File: config.mk
export PLATFORM = sky130hd
export DESIGN_NAME = float_sub_seq
export DESIGN_NICKNAME = d
export VERILOG_FILES = /design/src/rtl/float_params.sv /design/src/rtl/float_unpack.sv /design/src/rtl/float_sub_seq.sv
export SDC_FILE = /design/constraint.sdc
export NUM_CORES = 1
export LEC_CHECK = 0
export ABC_AREA = 1
export CELL_PAD_IN_SITES_DETAIL_PLACEMENT = 2
export CELL_PAD_IN_SITES_GLOBAL_PLACEMENT = 2
export CORE_ASPECT_RATIO = 1.75
export CORE_MARGIN = 10
export CORE_UTILIZATION = 31
export CTS_CLUSTER_SIZE = 28
export DETAILED_ROUTE_END_ITERATION = 16
export HOLD_SLACK_MARGIN = 0.15
export PLACE_DENSITY = 0.87
export SYNTH_ARGS = -nofsm -noshare
export SYNTH_HDL_FRONTEND = slang
export SYNTH_HIERARCHICAL = 1
export SYNTH_SLANG_ARGS = --single-unit
File: constraint.sdc
create_clock -name clk -period 6.4 [get_ports clk]
set_input_delay 0.64 -clock clk [delete_from_list [all_inputs] [get_ports clk]]
set_output_delay 0.64 -clock clk [all_outputs]
set_load 0.005 [all_outputs]
File: src/rtl/float_params.sv
// Shared single-precision float parameters, FSM state type and word layout
// for the sequential subtractor and the combinational adder.
package float_params;

   localparam int unsigned float_width      = 32;
   localparam int unsigned float_exp_width  = 8;
   localparam int unsigned float_mant_width = 23;
   localparam int unsigned float_bias       = 127;

   typedef enum logic [2:0] {
      ST_IDLE,
      ST_ALIGN,
      ST_ADD,
      ST_NORM,
      ST_ROUND,
      ST_DONE
   } state_e;

   typedef struct packed {
      logic                        sign;
      logic [float_exp_width-1:0]  exp;
      logic [float_mant_width-1:0] mant;
   } float_t;

endpackage

File: src/rtl/float_unpack.sv
// Splits a float word into sign/exponent/mantissa with the hidden bit restored;
// exp==0 words (zero and denormals) are reported as zero with a zero mantissa.
module float_unpack
   import float_params::*;
(
   input  logic [float_width-1:0]      word_i,
   output logic                        sign_o,
   output logic [float_exp_width-1:0]  exp_o,
   output logic [float_mant_width:0]   mant_o,
   output logic                        is_zero_o
);

   float_t f;

   assign f         = float_t'(word_i);
   assign sign_o    = f.sign;
   assign exp_o     = f.exp;
   assign is_zero_o = (f.exp == '0);
   assign mant_o    = is_zero_o ? '0 : {1'b1, f.mant};

endmodule

File: src/rtl/float_sub_seq.sv
// Multi-cycle float subtractor (out = a - b) with bit-serial align/normalize.
// Optional round-to-nearest-even stage enabled by defining FLOAT_SUB_ROUND_EN.
module float_sub_seq
   import float_params::*;
(
   input  logic                   clk,
   input  logic                   rst,
   input  logic                   req,
   input  logic [float_width-1:0] a,
   input  logic [float_width-1:0] b,
   output logic                   busy,
   output logic                   ack,
   output logic [float_width-1:0] out
);

   localparam int unsigned MW = float_mant_width + 4;   // hidden + stored + G/R/S
   localparam int unsigned EW = float_exp_width;
   localparam int unsigned DW = 5;
   localparam logic [DW-1:0] DIFF_MAX = DW'(MW);
   localparam logic [EW-1:0] EXP_MAX  = '1;
   localparam logic [EW-1:0] EXP_TOP  = EXP_MAX - EW'(1);

   logic                    a_sign, b_sign, a_zero, b_zero;
   logic [EW-1:0]           a_exp, b_exp;
   logic [float_mant_width:0] a_mant, b_mant;

   float_unpack u_unpack_a (
      .word_i(a), .sign_o(a_sign), .exp_o(a_exp), .mant_o(a_mant), .is_zero_o(a_zero)
   );
   float_unpack u_unpack_b (
      .word_i(b), .sign_o(b_sign), .exp_o(b_exp), .mant_o(b_mant), .is_zero_o(b_zero)
   );

   state_e         state_q;
   logic           busy_q, ack_q;
   logic [float_width-1:0] out_q;
   logic           big_sign_q, small_sign_q, carry_q;
   logic [EW-1:0]  exp_q;
   logic [MW-1:0]  big_m_q, small_m_q;
   logic [DW-1:0]  diff_q;

   // Operand capture: b is negated, larger exponent becomes "big"
   logic           swap_c, cap_big_sign, cap_small_sign;
   logic [EW-1:0]  cap_big_exp, cap_small_exp, exp_gap_c;
   logic [MW-1:0]  cap_big_m, cap_small_m;
   logic [DW-1:0]  cap_diff;

   always_comb begin
      swap_c         = a_zero | (~b_zero & (b_exp > a_exp));
      cap_big_exp    = swap_c ? b_exp : a_exp;
      cap_small_exp  = swap_c ? a_exp : b_exp;
      cap_big_sign   = swap_c ? ~b_sign : a_sign;
      cap_small_sign = swap_c ? a_sign : ~b_sign;
      cap_big_m      = {(swap_c ? b_mant : a_mant), 3'b000};
      cap_small_m    = {(swap_c ? a_mant : b_mant), 3'b000};
      exp_gap_c      = cap_big_exp - cap_small_exp;
      cap_diff       = (exp_gap_c > EW'(MW)) ? DIFF_MAX : DW'(exp_gap_c);
   end

   // Signed-magnitude add of the aligned mantissas
   logic [MW:0] sum_d;
   logic        sum_sign_d, mag_eq_d;

   always_comb begin
      sum_d      = '0;
      sum_sign_d = big_sign_q;
      mag_eq_d   = (big_sign_q != small_sign_q) && (big_m_q == small_m_q);
      if (big_sign_q == small_sign_q) begin
         sum_d = {1'b0, big_m_q} + {1'b0, small_m_q};
      end else if (big_m_q >= small_m_q) begin
         sum_d = {1'b0, big_m_q - small_m_q};
      end else begin
         sum_d      = {1'b0, small_m_q - big_m_q};
         sum_sign_d = small_sign_q;
      end
   end

`ifdef FLOAT_SUB_ROUND_EN
   localparam int unsigned RW = float_mant_width + 2;
   logic          rnd_inc;
   logic [RW-1:0] rnd_sum;

   always_comb begin
      rnd_inc = big_m_q[2] & (big_m_q[1] | big_m_q[0] | big_m_q[3]);
      rnd_sum = {1'b0, big_m_q[MW-1:3]} + RW'(rnd_inc);
   end
`endif

   float_t res_c;

   always_comb begin
      res_c.sign = big_sign_q;
      res_c.exp  = exp_q;
      res_c.mant = big_m_q[MW-2:3];
   end

   always_ff @(posedge clk) begin
      if (rst) begin
         state_q      <= ST_IDLE;
         busy_q       <= 1'b0;
         ack_q        <= 1'b0;
         out_q        <= '0;
         big_sign_q   <= 1'b0;
         small_sign_q <= 1'b0;
         carry_q      <= 1'b0;
         exp_q        <= '0;
         big_m_q      <= '0;
         small_m_q    <= '0;
         diff_q       <= '0;
      end else begin
         ack_q <= 1'b0;
         case (state_q)
            ST_IDLE: begin
               // busy_q still high here means this is the ack cycle
               if (busy_q) begin
                  busy_q <= 1'b0;
               end else if (req) begin
                  busy_q       <= 1'b1;
                  big_sign_q   <= cap_big_sign;
                  small_sign_q <= cap_small_sign;
                  exp_q        <= cap_big_exp;
                  big_m_q      <= cap_big_m;
                  small_m_q    <= cap_small_m;
                  carry_q      <= 1'b0;
                  diff_q       <= cap_diff;
                  state_q      <= (cap_diff == '0) ? ST_ADD : ST_ALIGN;
               end
            end
            ST_ALIGN: begin
               small_m_q <= {1'b0, small_m_q[MW-1:2], small_m_q[1] | small_m_q[0]};
               diff_q    <= diff_q - DW'(1);
               if (diff_q == DW'(1)) state_q <= ST_ADD;
            end
            ST_ADD: begin
               if (mag_eq_d) begin
                  big_sign_q <= 1'b0;
                  exp_q      <= '0;
                  big_m_q    <= '0;
                  state_q    <= ST_DONE;
               end else begin
                  big_sign_q <= sum_sign_d;
                  big_m_q    <= sum_d[MW-1:0];
                  carry_q    <= sum_d[MW];
                  state_q    <= ST_NORM;
               end
            end
            ST_NORM: begin
               if (carry_q) begin
                  carry_q <= 1'b0;
                  if (exp_q == EXP_TOP) begin
                     exp_q   <= EXP_MAX;
                     big_m_q <= '0;
                     state_q <= ST_DONE;
                  end else begin
                     exp_q   <= exp_q + EW'(1);
                     big_m_q <= {carry_q, big_m_q[MW-1:2], big_m_q[1] | big_m_q[0]};
                  end
               end else if (!big_m_q[MW-1]) begin
                  // Exponent would reach 0: flush to +0
                  if (exp_q <= EW'(1)) begin
                     big_sign_q <= 1'b0;
                     exp_q      <= '0;
                     big_m_q    <= '0;
                     state_q    <= ST_DONE;
                  end else begin
                     exp_q   <= exp_q - EW'(1);
                     big_m_q <= {big_m_q[MW-2:0], 1'b0};
                  end
               end else begin
`ifdef FLOAT_SUB_ROUND_EN
                  state_q <= ST_ROUND;
`else
                  state_q <= ST_DONE;
`endif
               end
            end
`ifdef FLOAT_SUB_ROUND_EN
            ST_ROUND: begin
               if (rnd_sum[RW-1]) begin
                  if (exp_q == EXP_TOP) begin
                     exp_q   <= EXP_MAX;
                     big_m_q <= '0;
                  end else begin
                     exp_q   <= exp_q + EW'(1);
                     big_m_q <= {1'b1, {(MW-1){1'b0}}};
                  end
               end else begin
                  big_m_q <= {rnd_sum[RW-2:0], 3'b000};
               end
               state_q <= ST_DONE;
            end
`endif
            ST_DONE: begin
               out_q   <= res_c;
               ack_q   <= 1'b1;
               state_q <= ST_IDLE;
            end
            default: state_q <= ST_IDLE;
         endcase
      end
   end

   assign busy = busy_q;
   assign ack  = ack_q;
   assign out  = out_q;

endmodule

==> qor.yml, run 1 <==
run_status:
  outcome: "finished, final reports clean"
power_and_ir_drop:
  p_leak_nw: 5.68
  peakVddDrop_v: 0.000254
  power_density_nw_per_um2: 571
min_path:
  worstHoldStart: "out[23]"
  holdCritPathClass: "register to register"
place:
  dp_hpwl_um: 44100
  gp_congestion: 0.960
  dpl_cell_area_um2: 12400
  dpl.cell_count: 2329
  pre_cts_slack_ps: 1790
  io_buffers: 100
yosys:
  synth_top_area_share_pct: 18.9
  ys_seq_elements: 107
  synth_flop_cell: "dfxtp_1"
  synth_area_per_cell_um2: 6.12
  synth-edff-count: 0
  yosysSeqAreaShare_pct: 18.9
  yosys-top-cells-count: "nand2_1, inv_1, a21oi_1"
  syn_inst: 1851
  yosys_warnings: 6
  netlist_area_um2: 11300
  synth_cell_types: 56
  synth.largest_area_cell: "dfxtp_1"
  postSynth.asyncResetShare_pct: 0
  netlist_top_cells_area: "dfxtp_1, nand2_1, ha_1"
  synth_fp_nets: 2016
  synth_most_common_cell: "nand2_1"
route:
  drtIter0Drc: 604
  dr.pass1.iters: 5
  vias: 13200
  avgViaCountPerCell: 5.63
  routed_wl_um: 55700
  post_drt_wl_per_cell_um: 23.7
  drtAntennaViolNets: 0
  post-route-drc-count: 0
worst_setup_path:
  reg2reg_from: "state_q[1]"
  start_kind: "input pin"
  setup.worst_path.end_class: "register"
  critical_path_class: "input pin to register"
  cp_max_fo: 61
  cp.required_ps: 6640
  critPathArrivalTime_ps: 4420
  cp-startpoint: "a[29]"
die:
  pin_count: 101
  coreArea_um2: 36000
  row_count: 92
  die_h_um: 273
  die-area_um2: 44900
  start_util_pct: 31.4
  die_x_um: 164
clock_tree:
  cts_root_buf: "clkbuf_16"
  cts_htree_levels: 3
  cts-resized-gates: 0
  worstSkewPairLatency_ps: 390
  clock_path_buffers: 2
  cts_tree: "done"
  numCtsBuffers: 9
  ctsHoldBuffers: 0
  post_cts.repair.setup_buffers: 0
  path_clk_slew_ps: 90
  clkSinkCount: 107
global_routing:
  grt_use_total_pct: 24.5
  gr-total-overflow: 0
  antenna_found_initial: 2
  grt_pass1_wl_um: 85600
  grt_max_degree: 66
  grt_pass1_vias: 14700
flow_run:
  drv_cap: 0
cells_and_area:
  layoutNonFillerInstCount: 2347
  drive_gt1_share_pct: 5.07
  final_area_um2: 12800
  final_nets: 2035
  areaGrowthSynthToFinish_pct: 12.9
timing:
  final_hold_viol_count: 0
  rsz0062_at_grt: "false"
  fmax_mhz: 240
  timing.setup.tns_ps: 0
  worst_slew_pin_slew_ps: 853
  fin_crit_ps: 4170
  holdWs_ps: 453
  setup_violations: 0
  slew_headroom_pct: 42.8
  drv_slew: 0
  finClkSkew_ps: 19.0
  fin_crit_sh_pct: 65.2
  finalWorstSetupSlack_ps: 2230
==> cell type report <==
| type | count | area (um^2) |
|---|---|---|
| antenna | 2 | 5.00 |
| clock buffer | 10 | 239 |
| clock inverter | 6 | 97.6 |
| fill | 4490 | 23200 |
| inverter | 315 | 1180 |
| multi-input combinational | 1323 | 7430 |
| sequential | 107 | 2140 |
| tap | 470 | 588 |
| timing repair buffer | 114 | 1100 |
==> layout by cell type, fill, tap and decap left out, types with 4 or more instances in the layout <==
cell type / instances
a31oi_1: 36
nand3_1: 64
clkbuf_16: 9
a21oi_1: 181
nand2_1: 338
inv_2: 12
nand4_1: 16
o21ai_1: 34
xor2_1: 12
o21bai_1: 20
buf_4: 14
o2111ai_1: 6
a21oi_2: 4
o22ai_1: 17
o211ai_1: 38
a221oi_1: 17
or2_2: 10
inv_1: 301
nor2_4: 7
a21o_1: 7
nand3_2: 4
nand2_2: 9
ha_1: 95
a32oi_1: 7
dfxtp_1: 107
o21a_1: 9
clkdlybuf4s50_1: 99
o21ai_0: 150
nor2_2: 6
a211oi_1: 7
nor2_1: 176
nor3_1: 13
==> report_power, final <==
group	leakage (nW)	switching (mW)	internal [mW]	total, mW
logic	4.64	3.90	1.53	5.43
clock network	0.159	0.329	0.329	0.657
registers	0.876	0.357	0.849	1.21
total	5.68	4.59	2.71	7.29
==> critical path, stage by stage <==
cell	delay [ps]
clkdlybuf4s50_1	570
inv_1	100
ha_1	390
nand2_1	120
nor2_1	70
a21oi_1	250
nand2_4	120
nand2_4	500
nand2_1	120
nand2_1	320
nand3_1	190
nand2_1	100
nand2_1	60
nand3_1	70
nand2_1	50
nand2_1	100
nand3_1	90
nor2_2	160
inv_1	110
o21ai_0	180
a21oi_1	100
==> cell families (layout without fill, tap and decap cells) <==
family | count (synthesis) | count (layout) | share of synthesized area (%)
and+or+nand+nor | 657 | 657 | 24.7
AOI/OAI and AO/OA | 553 | 553 | 28.6
buffers and inverters | 421 | 445 | 15.6
DFF | 107 | 107 | 18.9
adders and majority gates | 98 | 98 | 11.0
xor gates and xnor gates | 15 | 15 | 1.16
other | 0 | 2 | 0
==> final timing paths <==
path              cells past startpoint            end  slack [ps]
hold reg to reg                       2        out[23]         450
hold / removal                        2        out[23]         450
setup / recovery                     21      diff_q[1]        2230
setup reg to reg                     12  small_m_q[25]        2300
==> layer usage <==
layer | global-route usage [%] | vias up | wire length, um
met5 | 0 | - | 0
met4 | 15.3 | 0 | 3550
met3 | 2.56 | 147 | 1610
met2 | 46.0 | 345 | 30100
met1 | 25.0 | 6595 | 20500
li1 | - | 6117 | -
==> state kept, by name, summed over array words and instances, names as in the netlist <==
signal and cells:
out 32, big_m_q 27, small_m_q 27, exp_q 8, diff_q 5, state_q 3, ack 1, big_sign_q 1
busy 1, carry_q 1, small_sign_q 1
==> per-stage QoR <==
| stage | util [%] | total power [mW] |
|---|---|---|
| after detailed placement | 34.5 | 6.48 |
| final | 35.5 | 7.29 |
| after CTS | 35.5 | 7.22 |
| after global routing | 35.5 | 7.86 |
| after floorplan | - | 4.69 |
| after global placement | 34.5 | 6.29 |
(Power assumes the default switching activity.)
==> run 2, diff against run 1 <==
==> constraint.sdc (replaced) <==
create_clock -name clk -period 4.2 [get_ports clk]
set_input_delay 0.42 -clock clk [delete_from_list [all_inputs] [get_ports clk]]
set_output_delay 0.42 -clock clk [all_outputs]
set_load 0.005 [all_outputs]
==> qor.yml, run 2 (same netlist as run 1, synthesis figures left out) <==
worst_setup_path:
  rrSetupSlack_ps: 550
  cp.required_ps: 4470
  reg2regPathDepth: 13
  cp_max_fo: 20
  critical_path_class: "register to register"
  r2r_end: "diff_q[4]"
  reg2reg_from: "state_q[1]"
  start_kind: "register"
  setup.worst_path.end_class: "register"
  critPathArrivalTime_ps: 3920
timing:
  finClkSkew_ps: 24.3
  fin_crit_ps: 3650
  finalWorstSetupSlack_ps: 552
  rsz0062_at_grt: "false"
  slew_headroom_pct: 28.0
  timing.setup.tns_ps: 0
  setup_violations: 0
  fin_crit_sh_pct: 86.9
  fmax_mhz: 274
  drv_slew: 0
  worst_slew_pin_slew_ps: 1080
  final_hold_viol_count: 0
route:
  drtAntennaViolNets: 0
  drtIter0Drc: 633
  routed_wl_um: 55900
  vias: 13400
  dr.pass1.iters: 5
  avgViaCountPerCell: 5.67
  post-route-drc-count: 0
  post_drt_wl_per_cell_um: 23.6
min_path:
  hold_path_end: "out[16]"
  worstHoldPathCells: 2
  worstHoldStart: "out[16]"
  holdCritPathClass: "register to register"
cells_and_area:
  final_common_cell: "nand2_1"
  layout_common_cells: "nand2_1, inv_1, a21oi_1"
  final_nets: 2056
  layoutNonFillerInstCount: 2367
  areaGrowthSynthToFinish_pct: 14.0
  final_area_um2: 12900
  drive_gt1_share_pct: 6.12
  nFillCells: 4478
  largest_reg_flops: 32
clock_tree:
  numCtsBuffers: 9
  path_clk_slew_ps: 100
  cts-resized-gates: 0
  post_cts.repair.setup_buffers: 0
  cts_tree: "done"
  worstSkewPairLatency_ps: 410
  cts_root_buf: "clkbuf_16"
  cts_htree_levels: 3
  ctsHoldBuffers: 0
  clock_path_buffers: 2
  clkSinkCount: 107
die:
  die_x_um: 164
  die-area_um2: 44900
  die_h_um: 273
  coreArea_um2: 36000
  pin_count: 101
  start_util_pct: 31.4
  row_count: 92
global_routing:
  gr-total-overflow: 0
  grt_use_total_pct: 24.9
  grt_pass1_wl_um: 86900
  antenna_found_initial: 1
  grt_max_degree: 56
  grt_pass1_vias: 15100
power_and_ir_drop:
  pwr-share-seq_pct: 15.6
  p_leak_nw: 5.77
  p_total_mw: 11.3
  pwr-share-clk_pct: 8.5
  peakVddDrop_v: 0.000388
  intPower_mw: 4.24
  power.switching_mw: 7.01
  swShare_pct: 62.3
  pwr-share-comb_pct: 76.0
  power_density_nw_per_um2: 872
place:
  io_buffers: 100
  dpl_cell_area_um2: 12600
  dp_hpwl_um: 45200
  pre_cts_slack_ps: 301
  gp_congestion: 0.995
  dpl.cell_count: 2350
run_status:
  outcome: "finished, final reports clean"
flow_run:
  drv_cap: 0
-- run 2: cell types whose count changed in the layout (fill, tap and decap cells not counted), sizes merged --
cell    change
bufinv      -1
diode       -1
inv         +3
buf        +21
clkinv      -2
-- run 2: layer usage --
metal | wire length [um] | vias to the layer above | GRT usage [%]
met3 | 1770 | 151 | 3.15
met1 | 20200 | 6736 | 24.8
met2 | 30500 | 371 | 47.4
li1 | - | 6158 | -
met5 | 0 | - | 0
met4 | 3430 | 0 | 14.5
-- run 2: worst max-delay path by stage --
stage                      from     endpoint  slack, ps  depth (start not counted)
floorplan                 a[28]    diff_q[3]       1450                         22
global placement          a[26]   state_q[0]        540                         23
detailed placement        a[26]    diff_q[4]        300                         23
CTS                  state_q[1]    diff_q[4]        540                         13
global route        big_m_q[22]  big_m_q[19]        290                         17
finish               state_q[1]    diff_q[4]        550                         13
-- run 2: metrics by stage --
| step | util, % | hold WS (ps) |
|---|---|---|
| global route | 35.8 | 469 |
| global placement | 35.0 | 433 |
| detailed placement | 35.0 | 439 |
| finish | 35.8 | 452 |
| floorplan | - | 440 |
| CTS | 35.8 | 453 |
-- run 2: power by group through the flow --
| stage | sequential, mW | combinational [mW] | clock (mW) |
|---|---|---|---|
| 3_3_place_gp | 1.73 | 7.98 | 0 |
| 2_1_floorplan | 1.59 | 5.55 | 0 |
| 5_1_grt | 1.80 | 9.30 | 1.00 |
| 4_1_cts | 1.74 | 8.42 | 0.970 |
| 6_report | 1.75 | 8.55 | 0.955 |
| 3_5_place_dp | 1.76 | 8.33 | 0 |
-- run 2: worst max-delay path, cell delays in order (launching register included) --
cell     delay, ps
dfxtp_1        360
inv_1          110
nor2_2         270
inv_2          210
nor2_4         290
inv_2          130
nor3_1         310
nor2_4          90
inv_2          110
nor2_4          40
nor2_2         810
inv_1          390
o21ai_0        320
a21oi_1         70
-- run 2: cell type report --
cell class                 instances  area (um^2)  area share (%)
antenna                            1         2.50          0.0194
clock buffer                      10          239            1.85
clock inverter                     6         63.8           0.494
inverter                         315         1180            9.16
multi-input combinational       1323         7430            57.6
sequential                       107         2140            16.6
tap                              470          588            4.56
timing repair buffer             135         1260            9.75
